[src/rtl/vx_ff_scheduler_pkg.sv]
// Shared types and width helpers for the round-robin scheduler and its
// find-first-set helper.
package VX_sched_pkg;

   typedef enum logic {
      EMPTY = 1'b0,
      FULL  = 1'b1
   } state_e;

   // Index width for an n-entry vector, never narrower than one bit.
   function automatic int idx_width(input int n);
      return (n > 1) ? $clog2(n) : 1;
   endfunction

   // Counter width able to hold the value limit.
   function automatic int wait_cnt_width(input int limit);
      return (limit > 1) ? $clog2(limit + 1) : 1;
   endfunction

endpackage

[src/rtl/vx_ff_scheduler_find_first.sv]
// Lowest-index set-bit finder; used for both the rotated round-robin search
// and the starved-requester search.
module VX_find_first
   import VX_sched_pkg::*;
#(
   parameter int N = 4
) (
   input  logic [N-1:0]                req_i,
   output logic                        found_o,
   output logic [idx_width(N)-1:0]     index_o
);

   localparam int IDXW = idx_width(N);

   always_comb begin
      found_o = |req_i;
      index_o = '0;
      // Scanning downward lets the lowest set bit overwrite any higher one.
      for (int i = N - 1; i >= 0; i--) begin
         if (req_i[i]) index_o = IDXW'(i);
      end
   end

endmodule

[src/rtl/vx_ff_scheduler.sv]
// Round-robin N:1 scheduler feeding a single-entry output register.
// Optional starvation control is compiled in with VX_SCHED_STARVE_EN.
module vx_ff_scheduler
   import VX_sched_pkg::*;
#(
   parameter int NUM_REQS     = 4,
   parameter int DATAW        = 32,
   parameter int STARVE_LIMIT = 8
) (
   input  logic                               clk,
   input  logic                               resetn,
   input  logic [NUM_REQS-1:0]                valid_in,
   input  logic [NUM_REQS-1:0][DATAW-1:0]     data_in,
   output logic [NUM_REQS-1:0]                ready_in,
   output logic                               valid_out,
   output logic [DATAW-1:0]                   data_out,
   output logic [idx_width(NUM_REQS)-1:0]     index_out,
   input  logic                               ready_out
);

   localparam int IDXW = idx_width(NUM_REQS);

   state_e            state_q, state_d;
   logic [IDXW-1:0]   ptr_q, ptr_d;
   logic [IDXW-1:0]   index_q, index_d;
   logic [DATAW-1:0]  data_q, data_d;

   logic [NUM_REQS-1:0] rotated;
   logic                rr_found;
   logic [IDXW-1:0]     rr_offset;
   logic [IDXW-1:0]     winner;
   logic                can_take;
   logic                capture;

   function automatic logic [IDXW-1:0] wrap_add(input logic [IDXW-1:0] a, input int b);
      int s;
      s = (int'(a) + b) % NUM_REQS;
      return s[IDXW-1:0];
   endfunction

   // Bit j of rotated is requester (ptr+j) mod NUM_REQS, so offset 0 is the pointer.
   always_comb begin
      rotated = '0;
      for (int j = 0; j < NUM_REQS; j++) begin
         rotated[j] = valid_in[wrap_add(ptr_q, j)];
      end
   end

   VX_find_first #(.N(NUM_REQS)) u_rr_find (
      .req_i   (rotated),
      .found_o (rr_found),
      .index_o (rr_offset)
   );

`ifdef VX_SCHED_STARVE_EN
   localparam int              CNTW  = wait_cnt_width(STARVE_LIMIT);
   localparam logic [CNTW-1:0] LIMIT = CNTW'(STARVE_LIMIT);

   logic [NUM_REQS-1:0][CNTW-1:0] wait_q, wait_d;
   logic [NUM_REQS-1:0]           starved;
   logic                          st_found;
   logic [IDXW-1:0]               st_index;

   always_comb begin
      starved = '0;
      for (int i = 0; i < NUM_REQS; i++) starved[i] = (wait_q[i] == LIMIT);
   end

   VX_find_first #(.N(NUM_REQS)) u_starve_find (
      .req_i   (starved),
      .found_o (st_found),
      .index_o (st_index)
   );

   // A starved requester is always still valid, so it is a legal winner.
   assign winner = st_found ? st_index : wrap_add(ptr_q, int'(rr_offset));

   always_comb begin
      wait_d = wait_q;
      for (int i = 0; i < NUM_REQS; i++) begin
         if (valid_in[i] && !(capture && winner == IDXW'(i))) begin
            wait_d[i] = (wait_q[i] == LIMIT) ? LIMIT : wait_q[i] + CNTW'(1);
         end else begin
            wait_d[i] = '0;
         end
      end
   end

   always_ff @(posedge clk or negedge resetn) begin
      if (!resetn) wait_q <= '0;
      else         wait_q <= wait_d;
   end
`else
   localparam int starve_limit_unused = STARVE_LIMIT;

   assign winner = wrap_add(ptr_q, int'(rr_offset));
`endif

   assign can_take = (state_q == EMPTY) | ready_out;
   // Gating with resetn keeps the handshake closed while reset is held.
   assign capture  = resetn & can_take & rr_found;

   always_comb begin
      ready_in = '0;
      if (capture) ready_in[winner] = 1'b1;
   end

   // NOTE: every next-state value gets a default first so no path infers a latch.
   always_comb begin
      state_d = state_q;
      ptr_d   = ptr_q;
      data_d  = data_q;
      index_d = index_q;
      if (capture) begin
         state_d = FULL;
         ptr_d   = wrap_add(winner, 1);
         data_d  = data_in[winner];
         index_d = winner;
      end else if (ready_out) begin
         state_d = EMPTY;
      end
   end

   // NOTE: state registers use non-blocking assignments so all of them update together at the edge.
   always_ff @(posedge clk or negedge resetn) begin
      if (!resetn) begin
         state_q <= EMPTY;
         ptr_q   <= '0;
         data_q  <= '0;
         index_q <= '0;
      end else begin
         state_q <= state_d;
         ptr_q   <= ptr_d;
         data_q  <= data_d;
         index_q <= index_d;
      end
   end

   assign valid_out = (state_q == FULL);
   assign data_out  = data_q;
   assign index_out = index_q;

endmodule

[config.mk]
export PLATFORM = sky130hd
export DESIGN_NAME = vx_ff_scheduler
export DESIGN_NICKNAME = d
export VERILOG_FILES = /design/src/rtl/vx_ff_scheduler_pkg.sv /design/src/rtl/vx_ff_scheduler_find_first.sv /design/src/rtl/vx_ff_scheduler.sv
export SDC_FILE = /design/constraint.sdc
export NUM_CORES = 1
export LEC_CHECK = 0
export CAP_MARGIN = 15
export CELL_PAD_IN_SITES_DETAIL_PLACEMENT = 1
export CELL_PAD_IN_SITES_GLOBAL_PLACEMENT = 1
export CORE_MARGIN = 2
export CORE_UTILIZATION = 27
export CTS_BUF_LIST = sky130_fd_sc_hd__clkbuf_8
export DETAILED_ROUTE_END_ITERATION = 12
export PLACE_DENSITY = 0.84
export SYNTH_ARGS = -nofsm -noshare
export SYNTH_HDL_FRONTEND = slang
export SYNTH_HIERARCHICAL = 1
export SYNTH_SLANG_ARGS = --single-unit
[constraint.sdc]
create_clock -name clk -period 3.88 [get_ports clk]
set_input_delay 0.388 -clock clk [delete_from_list [all_inputs] [get_ports clk]]
set_output_delay 0.388 -clock clk [all_outputs]
set_load 0.02 [all_outputs]
Word-level counts from Yosys, hierarchy flattened

Index checks and enable logic that the tools add are counted.
W data, S select, Z words.

Magnitude comparators: 6
Mux-type cells: 19
Multipliers: 0
Eq/ne operators: 0
Bitwise gates (word level): 4
Reduce and logical (&&, ||, !) cells: 3
Shift-type cells: 0
Div/mod/pow operators: 0
$add $sub $neg: 5

Operators with widths:

| operator              | number |
|---|---|
| $bmux W32 S2          | 1 |
| $mux W32              | 1 |
| $lt A2 B3 Y1 const B  | 5 |
| $bmux W1 S2           | 4 |
| $mux W2               | 4 |
| $mux W1               | 7 |
| $add A2 B1 Y2 const B | 2 |
| $add A2 B2 Y2 const B | 2 |
| $mux W4               | 1 |
| $reduce_or A4 Y1      | 1 |
| $add A2 B2 Y2         | 1 |
| $and A1 B1 Y1         | 2 |
| $demux W1 S2          | 1 |
| $ge A2 B1 Y1 const B  | 1 |
| $reduce_bool A2 Y1    | 1 |
| $logic_and A1 B1 Y1   | 1 |
| $not A1 Y1            | 1 |
| $or A1 B1 Y1          | 1 |

Output and inout bits: 39
Logic and storage cells: 41
Bits in latches: 0
Input port bits: 135
Memory bits (writable): 0
Register bits after elaboration: 37
Memories: 0
Bits in read-only memories: 0

Depth between registers and ports, before layout

Depth after elaboration: 13
Depth in mapped cells: 10
Gate-level depth less buffers: 7

By module

The synthesis kept the hierarchy.

Modules (own cells, without submodules):

| module          | cells each | instances | area each (µm²) | seq. area each (µm²) |
|---|---|---|---|---|
| vx_ff_scheduler | 136        | 1         | 2,376.0         | 925.9 |
| VX_find_first   | 7          | 1         | 35.0            | 0.0 |

Least setup slack after synthesis

OpenSTA, ideal clock, no wires.

Path kind: register -> output
Start point: register ptr_q[0]
End point: output ready_in[3]
Cell stages (with the launch flop): 9
Arrival time: 2,634 ps
Required time: 3,492 ps
Path buffers: 2
Setup slack: 858 ps
Cells stage by stage: dfrtp_1 mux4_2 nand2b_1 a21oi_2 ha_1 xnor3_1 buf_6 buf_6 nor3b_1

Elaborated cells on any way between the ends: 24
Those cells by class: add/sub (4); order compare (2); mux (15); bitwise (1); reduce/logical (2)

RTL lines:

| item                                                               | RTL line                         | source |
|---|---|---|
| from (decl)                                                        | vx_ff_scheduler.sv:24            | `logic [IDXW-1:0] ptr_q, ptr_d;` |
| from (signal assigned)                                             | vx_ff_scheduler.sv:133           | `ptr_q <= ptr_d;` |
| $add A2 B2 Y2 *                                                    | vx_ff_scheduler.sv:37            | `s = (int'(a) + b) % NUM_REQS;` |
| $bmux W1 S2 *                                                      | vx_ff_scheduler.sv:45            | `rotated[j] = valid_in[wrap_add(ptr_q, j)];` |
| $mux W1 (implied by the code) *                                    | vx_ff_scheduler.sv:45            |  |
| named net rotated[2]                                               | vx_ff_scheduler.sv:28            | `logic [NUM_REQS-1:0] rotated;` |
| $mux W2 * (3 in a row)                                             | vx_ff_scheduler_find_first.sv:20 | `if (req_i[i]) index_o = IDXW'(i);` |
| named net rr_offset[0]                                             | vx_ff_scheduler.sv:30            | `logic [IDXW-1:0] rr_offset;` |
| $add A2 B2 Y2 *                                                    | vx_ff_scheduler.sv:37            |  |
| $lt A2 B3 Y1 (implied by the code) or $ge A2 B1 Y1 (tied branches) | vx_ff_scheduler.sv:105           | `if (capture) ready_in[winner] = 1'b1;` |
| $logic_and A1 B1 Y1 (implied by the code)                          | vx_ff_scheduler.sv:105           |  |
| $mux W1 (implied by the code)                                      | vx_ff_scheduler.sv:105           |  |
| $demux W1 S2 *                                                     | vx_ff_scheduler.sv:105           |  |
| $mux W4 *                                                          | vx_ff_scheduler.sv:105           |  |
| to (decl)                                                          | vx_ff_scheduler.sv:14            | `output logic [NUM_REQS-1:0] ready_in,` |

The timed path passes the listed nets; every way through them passes the cells marked *. The select of a mux whose other input is x is not followed.

Worst setup path after layout

Start point: input valid_in[1]
End point: output ready_in[3]

Elaborated cells on any way between the ends: 21
Those cells by class: add/sub (1); order compare (2); mux (15); bitwise (1); reduce/logical (2)

RTL lines:

| item                                                               | RTL line                         | source |
|---|---|---|
| from (decl)                                                        | vx_ff_scheduler.sv:12            | `input logic [NUM_REQS-1:0] valid_in,` |
| $bmux W1 S2 *                                                      | vx_ff_scheduler.sv:45            |  |
| $mux W1 (implied by the code) *                                    | vx_ff_scheduler.sv:45            |  |
| named net rotated[2]                                               | vx_ff_scheduler.sv:28            |  |
| $mux W2 * (3 in a row)                                             | vx_ff_scheduler_find_first.sv:20 |  |
| named net rr_offset[0]                                             | vx_ff_scheduler.sv:30            |  |
| $add A2 B2 Y2 *                                                    | vx_ff_scheduler.sv:37            |  |
| $lt A2 B3 Y1 (implied by the code) or $ge A2 B1 Y1 (tied branches) | vx_ff_scheduler.sv:105           |  |
| $logic_and A1 B1 Y1 (implied by the code)                          | vx_ff_scheduler.sv:105           |  |
| $mux W1 (implied by the code)                                      | vx_ff_scheduler.sv:105           |  |
| $demux W1 S2 *                                                     | vx_ff_scheduler.sv:105           |  |
| $mux W4 *                                                          | vx_ff_scheduler.sv:105           |  |

Marked as above.

==> results.ini <==
[grt]
grt_pass1_vias=2435
antenna_found_initial=0
overflow=0
grt_max_degree=35
grtUsageTotal_pct=16.4
grt_pass1_wl_um=12400

[critical_path]
start_kind=input port
critPathCaptureType=output port
worstPathRequired_ns=3.49
criticalPathCategory=in2out
critPathArrivalTime_ns=3.24
cp_max_fo=5

[yosys]
ys_types=23
synth_cells=143
seq_area_frac_synth_pct=38.4
netlist_area_sq_mm=0.00241
synth_top_cell_area_share_pct=38.4
synth_seq_cells=37
ys_warn_count=6
syn_nets=279
synth_area_leader_cell=dfrtp_1
synth_area_leaders=dfrtp_1 (38%), mux4_2 (21%), mux2_2 (16%)
synth_area_per_cell_sq_um=16.9

[detailed_routing]
routed_via_density=4.90
wl_um=7690
detail_route.wl_per_cell_um=18.2
vias=2071
drtAntennaViolNets=0
drc=0
drt_iter0_drc=37
dr.pass1.iters=4

[pwr]
pwr-share-seq_pct=18.8
power_frac_comb_pct=73.4
p_sw_mw=1.42
p_int_mw=2.38
p_leak_nw=1.69
power.density_mw_per_mm2=875
vdd_drop_max_v=0.000446
switching_share_pct=37.4
p_clk_share_pct=7.8

[final_layout]
instances_no_fill=423
drive_gt1_share_pct=23.2
areaGrowthSynthToFinish_pct=80.3
num_antenna_cells=0
final_cell_area_sq_mm=0.00435
fin_nets=450

[floorplan]
die_area_sq_mm=0.00970
core_area_sq_mm=0.00868
fp.dieH_um=98.5
die_w_um=98.5
fp-row-count=34
initial_utilization_pct=27.8
io_pins=174

[timing]
setup_viol=0
timing.fmax_ghz=0.276
tightest_slew_ns=0.569
period_needed_ns=3.62
slew_viol_final=0
relSlewSlack_pct=62.1
whs_ns=0.0502
rsz0062_at_grt=false
finalCritPeriodShare_pct=93.4
clock_skew_ns=0.00441
setup_tns_ns=0
finalHoldViolations=0

[clock_tree]
postCtsSetupRepairBufs=0
cts_made_buffers=5
clock_latency_ns=0.28
cts_root_buf=clkbuf_8
h-tree-depth=2
clkSinkCount=37
cts_tree=yes
post_cts_resized=0
ctsHoldBuffers=0
path_clk_slew_ns=0.07
cts_max_path_buffers=2

[place]
port_buffers=173
gp_congestion=0.757
dpl_cell_area_sq_mm=0.00425
dp_hpwl_um=6300
post-place-cells=415

[outcome]
status=completed

[flow_run]
max_cap_violations=0

[worst_hold_path]
hp-class=in2async

-- state kept, by name, indices dropped and copies added (netlist names) --
name	flops
valid_out	1
ptr_q	2
data_out	32
index_out	2
-- cells by family (layout without fill, tap and decap cells) --
logic type      after synthesis  after routing  synth area share (%)
fa+ha+maj                     1              1                 0.519
compound gates                1              1                 0.363
flops                        37             37                  38.4
xor+xnor                      2              2                  1.30
buf+inv                      16            188                  3.84
simple gates                 14             14                  3.06
mux                          72             72                  52.5
-- synthesized netlist by cell type --
cell type,number
clkbuf_1,3
nor3b_1,2
mux2_2,34
buf_4,1
xnor2_1,1
mux2i_1,2
buf_1,1
nor2_1,2
nand3_1,1
nor2b_1,1
and3_1,1
nand2b_1,2
dfrtp_1,37
a21oi_2,1
nor3_1,2
mux4_2,22
buf_2,5
buf_6,3
xnor3_1,1
inv_1,3
ha_1,1
nand2_1,3
mux4_1,14
-- layer usage --
layer	routed length, um	GRT usage [%]
met5	0	0
met4	117	4.32
met3	597	5.39
met2	4510	31.4
met1	2470	16.9
-- power groups by stage --
stage | Clock (mW) | Combinational (mW) | Sequential (mW)
after CTS | 0.311 | 2.86 | 0.724
final | 0.296 | 2.79 | 0.717
after global placement | 0 | 2.81 | 0.712
after floorplan | 0 | 1.78 | 0.933
after global routing | 0.321 | 3.02 | 0.750
after detailed placement | 0 | 2.85 | 0.731
-- stage by stage --
step	total power, mW	setup WS [ns]	utilization (%)
after floorplan	2.71	0.858	-
after global placement	3.52	0.399	48.9
after detailed placement	3.59	0.274	48.9
after CTS	3.90	0.234	50.1
after global routing	4.09	0.0675	50.1
final	3.80	0.256	50.1
-- placed cells by master (no fill, tap or decap), drive strengths merged, types with 2 or more instances in the layout --
cell type      count
mux2              34
mux4              36
nand2b             2
nand2              3
dfrtp             37
mux2i              2
clkbuf             7
nor3b              2
buf                5
nor2               2
nor3               2
inv                3
clkdlybuf4s50    172
-- final timing paths --
| path | start | end | slack [ns] | depth (start not counted) |
|---|---|---|---|---|
| worst min register to register | data_out[0] | data_out[0] | 0.51 | 1 |
| worst min-delay path | resetn | ptr_q[0] | 0.05 | 1 |
| min in group clk | data_out[0] | data_out[0] | 0.51 | 1 |
| max in group asynchronous | resetn | data_out[30] | 3.18 | 2 |
| worst max register to register | ptr_q[0] | data_out[28] | 0.71 | 7 |
| worst max-delay path | valid_in[1] | ready_in[3] | 0.26 | 8 |
-- area by class of cell --
| cell class | instances | area, sq um |
|---|---|---|
| tap | 108 | 135 |
| sequential | 37 | 926 |
| timing repair buffer | 177 | 1770 |
| clock buffer | 7 | 96.3 |
| multi-input combinational | 90 | 1400 |
| fill | 889 | 4330 |
| inverter | 3 | 11.3 |
| clock inverter | 1 | 5.00 |
-- worst max-delay path, stage by stage --
cell             delay (ns)
clkdlybuf4s50_1        0.47
mux4_2                 0.50
nand2b_1               0.18
a21oi_2                0.15
ha_2                   0.17
xnor3_2                0.45
nor3b_1                0.27
clkdlybuf4s50_1        0.65
Note: power is estimated with default switching activity, not from simulation.
